## src/rtl/serial_link_pkg.sv

```systemverilog
// Shared frame layout for the accumulator serial link; serializer and receiver both import it.
// Frame is 2*ACC_DATA_WIDTH bits sent LSB first: SA word in the low half, CML word in the high half.
package serial_link_pkg;

    localparam int ACC_DATA_WIDTH_DEF = 32;
    localparam int FRAME_BITS         = 2 * ACC_DATA_WIDTH_DEF;

    localparam logic [0:0] ST_IDLE = 1'b0;
    localparam logic [0:0] ST_RECV = 1'b1;

    localparam int SA_LSB = 0;

    function automatic int frame_bits(input int acc_width);
        return 2 * acc_width;
    endfunction

    function automatic int cml_lsb(input int acc_width);
        return acc_width;
    endfunction

endpackage

```

## src/rtl/deserialization_rx.sv

```systemverilog
// Rebuilds LSB-first serial frames into SA/CML words; dataValid one cycle after the last bit (start + 2*ACC_DATA_WIDTH).
// No backpressure: an early serialStart aborts the partial frame with a frameError pulse and restarts reception.
module deserialization_rx
    import serial_link_pkg::*;
#(
    parameter int ACC_DATA_WIDTH  = ACC_DATA_WIDTH_DEF,
    parameter int FRAME_CNT_WIDTH = 16
) (
    input  logic                       serialClk,
    input  logic                       reset,
    input  logic                       serialStart,
    input  logic                       serialIn,
    output logic                       dataValid,
    output logic [ACC_DATA_WIDTH-1:0]  dataSA,
    output logic [ACC_DATA_WIDTH-1:0]  dataCML,
    output logic                       frameError,
    output logic [FRAME_CNT_WIDTH-1:0] frameCount,
    output logic                       busy
);

    localparam int FB      = frame_bits(ACC_DATA_WIDTH);
    localparam int SW      = $clog2(FB);
    localparam int IW      = SW + 1;
    localparam int CML_LSB = cml_lsb(ACC_DATA_WIDTH);

    localparam logic [IW-1:0] LAST_IDX = IW'(FB - 1);

    logic [0:0]    state;
    logic [IW-1:0] idx;
    logic [FB-1:0] shift;
    logic [FB-1:0] frame_next;

    // Frame including the bit on the wire this cycle, so the last bit lands directly in the outputs.
    always_comb begin
        frame_next              = shift;
        frame_next[idx[SW-1:0]] = serialIn;
    end

    assign busy = (state == ST_RECV);

    always_ff @(posedge serialClk) begin
        if (reset) begin
            state      <= ST_IDLE;
            idx        <= '0;
            shift      <= '0;
            dataValid  <= 1'b0;
            frameError <= 1'b0;
            dataSA     <= '0;
            dataCML    <= '0;
            frameCount <= '0;
        end else begin
            dataValid  <= 1'b0;
            frameError <= 1'b0;
            case (state)
                ST_IDLE: begin
                    if (serialStart) begin
                        shift <= {{(FB-1){1'b0}}, serialIn};
                        idx   <= IW'(1);
                        state <= ST_RECV;
                    end
                end
                default: begin
                    if (serialStart) begin
                        frameError <= 1'b1;
                        shift      <= {{(FB-1){1'b0}}, serialIn};
                        idx        <= IW'(1);
                    end else if (idx == LAST_IDX) begin
                        dataSA     <= frame_next[SA_LSB +: ACC_DATA_WIDTH];
                        dataCML    <= frame_next[CML_LSB +: ACC_DATA_WIDTH];
                        dataValid  <= 1'b1;
                        frameCount <= frameCount + FRAME_CNT_WIDTH'(1);
                        shift      <= '0;
                        idx        <= '0;
                        state      <= ST_IDLE;
                    end else begin
                        shift <= frame_next;
                        idx   <= idx + IW'(1);
                    end
                end
            endcase
        end
    end

endmodule
```

## config.mk

```make
export PLATFORM = sky130hd
export DESIGN_NAME = deserialization_rx
export DESIGN_NICKNAME = d
export VERILOG_FILES = /design/src/rtl/serial_link_pkg.sv /design/src/rtl/deserialization_rx.sv
export SDC_FILE = /design/constraint.sdc
export NUM_CORES = 1
export LEC_CHECK = 0
export BUFFER_PORTS_ARGS = -buffer_cell sky130_fd_sc_hd__buf_2
export CAP_MARGIN = 20
export CORE_MARGIN = 5
export CORE_UTILIZATION = 55
export CTS_BUF_LIST = sky130_fd_sc_hd__clkbuf_8
export CTS_CLUSTER_SIZE = 8
export DETAILED_ROUTE_END_ITERATION = 12
export PLACE_DENSITY = 0.82
export SETUP_SLACK_MARGIN = 0.15
export SLEW_MARGIN = 10
export SYNTH_ARGS = -nofsm -noshare
export SYNTH_HDL_FRONTEND = slang
export SYNTH_SLANG_ARGS = --single-unit
```

## constraint.sdc

```tcl
create_clock -name serialClk -period 3.07 [get_ports serialClk]
set_input_delay 0.614 -clock serialClk [delete_from_list [all_inputs] [get_ports serialClk]]
set_output_delay 0.614 -clock serialClk [all_outputs]
set_load 0.05 [all_outputs]
```

==> results.yml <==
status:
  status: "finished, final reports clean"
route:
  avgViaCountPerCell: 5.84
  route.detailed.drc: 0
  drt-pass1-iter-count: 5
  postRouteAntennaNets: 0
  wl_per_cell_um: 16.3
  detailroute.via_count: 5430
  dr.first_iter.drc_count: 455
  totalWireLength_mm: 15.1
critical_path:
  critPathLaunch: "idx[0]"
  start_kind: "flop"
  worstReg2RegStart: "idx[0]"
  ff2ff_setup_slack_ns: 0.44
  crit_required_ns: 3.46
  critical_path_arrival_ns: 3.01
  critical_path.reg2reg.endpoint: "frameCount[12]"
  worst-r2r-cell-count: 5
  worst_path_fanout_max: 18
  worst_setup_path_endpoint: "frameCount[12]"
  end_kind: "flop"
  setup.worst_path.class: "flop to flop"
power_and_ir_drop:
  power.density_cell_area_mw_per_mm2: 467
  irDropWorstVdd_mv: 0.340
  leakagePower_nw: 2.44
cells_and_area:
  final_cell_count_no_fill: 930
  antenna_cells: 0
  n_fill_cell: 939
  area.sequential_mm2: 0.00308
  post_route_cells_drive_above_1_share_pct: 16.1
  flow.area_growth_from_synthesis_pct: 11.3
  post-route-util_pct: 62.3
  nNetsFinal: 785
  multi_input_comb_area_mm2: 0.00302
placed_design:
  finalWeightedCongestion: 0.905
  port_buffers: 86
  placed_cells_incl_taps: 903
  detailedPlace.worstSlack_ns: 0.533
  dp.final_hpwl_mm: 9.80
die:
  die_x_um: 118
  num_io_pins: 87
  coreArea_mm2: 0.0114
  die_h_um: 118
  dieArea_mm2: 0.0138
  initial_utilization_pct: 55.9
  num_rows: 39
timing:
  worst_slack_setup_final_ns: 0.444
  timing_max_transition_violations_final: 0
  rsz_0062_raised_after_global_routing: "no"
  final.setup.tns_ns: 0
  max_clock_freq_mhz: 381
  hold-worst-slack_ns: 0.455
  max_slew_headroom_at_the_worst_pin_pct: 55.4
  hold_viol_final: 0
  final.period_utilization_pct: 85.5
  final_setup_fails: 0
  worst_margin_pin_slew_ns: 0.667
  clock-skew-final_ns: 0.0114
  timing.final.crit_period_ns: 2.63
flow_run:
  maxCapViolations: 0
grt:
  global_route.usage.total_pct: 21.6
  pin_count_of_the_biggest_net_entering_global_routing: 131
  first_global_vias: 5056
  grt_first_pass_wirelength_mm: 24.7
  antenna_found_initial: 1
  grt_remaining_overflow: 0
clock_network:
  clk-insertion-delay-late_ns: 0.47
  clock_tree.htree_level_count: 4
  cts-resized-gates: 0
  cts_tree: "built"
  ctsLongestPathBuffers: 2
  ctsRootBufferMaster: "clkbuf_8"
  post_cts_hold_buffer_count: 0
  cts_inserted_buffers: 17
  clock_sinks: 154
  post-cts-setup-buffers: 0
  clk_pin_slew_ns: 0.08
synth:
  synth_fp_nets: 740
  netlist_top_cells_area: "dfxtp_1, mux2i_1, nor2_1, a211oi_1, o21ai_0"
  warnings_from_yosys: 0
  mappedNetlistArea_mm2: 0.00636
  proportion_of_synthesized_chip_area_in_sequential_cells_pct: 48.5
  yosys.area.top_type_share_pct: 48.5
  postSynth.topFlopCell: "dfxtp_1"
  avgSynthCellArea_um2: 8.67
  netlist_top_cells_count: "dfxtp_1, nor2_1, nand2_1, o21ai_0, mux2i_1"
  synth-edff-count: 0
  ys_types: 45
  yosysMostFrequentCell: "dfxtp_1"
  synth-seq-cells: 154
  synthArstFlopShare_pct: 0
  syn_inst: 734
  yosysTopAreaCell: "dfxtp_1"
hold_path:
  worstHoldPathType: "flop to flop"
[registers in the layout, indices dropped and copies added (netlist names)]
register and flops:
dataCML 32, frameError 1, dataSA 32, busy 1
frameCount 16, idx 7, shift 64, dataValid 1
[worst min path at each step]
stage                start         end  slack [ns]  cells past startpoint
2_1_floorplan    shift[63]   shift[63]        0.42                      1
6_report         shift[23]   shift[23]        0.45                      2
5_1_grt              reset        busy        0.46                      2
3_5_place_dp     shift[10]   shift[10]        0.44                      2
3_3_place_gp     shift[63]   shift[63]        0.43                      1
4_1_cts        serialStart  frameError        0.45                      3
[through the flow]
| stage | total power, mW | cell area, um^2 |
|---|---|---|
| after floorplan | 2.13 | 6360 |
| after global placement | 2.16 | 6800 |
| after detailed placement | 2.16 | 6800 |
| after CTS | 3.33 | 7080 |
| after global routing | 3.42 | 7080 |
| final | 3.31 | 7080 |
[layout make-up]
cell class	instances	share of cell area (%)
Sequential cell	154	43.5
Tap cell	143	2.53
Clock inverter	10	0.636
Multi-Input combinational cell	511	42.6
Clock buffer	17	3.30
Inverter	3	0.159
Timing Repair Buffer	92	7.24
[per-layer routing]
metal	global-route usage, %	wire, um
met5	0	13
met4	8.46	378
met3	6.82	986
met2	34.5	7220
met1	27.3	6540
[worst max-delay path, cell delays in order, from the launching register on]
cell and delay (ns):
dfxtp_1 0.64, ha_1 0.36, nand4_2 0.29, or3_1 0.56, or4_1 0.53, a21oi_1 0.17
[where the power goes]
| part | internal [mW] | total, mW | switching, mW |
|---|---|---|---|
| Sequential | 2.00 | 2.01 | 0.0103 |
| Combinational | 0.0260 | 0.107 | 0.0812 |
| Clock | 0.511 | 1.19 | 0.677 |
[kinds of logic (layout without fill, tap and decap cells)]
| kind of cell | after synthesis | count (layout) | share of synthesized area (%) |
|---|---|---|---|
| DFF | 154 | 154 | 48.5 |
| AOI/OAI and AO/OA | 169 | 169 | 16.6 |
| muxes | 60 | 60 | 9.44 |
| xor gates and xnor gates | 8 | 8 | 1.10 |
| adders and majority gates | 2 | 2 | 0.393 |
| buffers and inverters | 69 | 122 | 4.46 |
| and+or+nand+nor | 272 | 272 | 19.5 |
[cells in the final DEF, fill, tap and decap left out, types with 6 or more instances in the layout]
master	count
nor2_1	131
clkinv_2	6
nand3b_1	7
o21ai_0	75
a211oi_1	59
nor3_1	6
buf_2	86
clkbuf_8	17
nor4_1	6
dfxtp_1	154
mux2i_1	60
a21oi_1	14
nand2_1	75
nand3_1	10
or3_1	6
xnor2_1	6
inv_1	7
(Power assumes the default switching activity.)
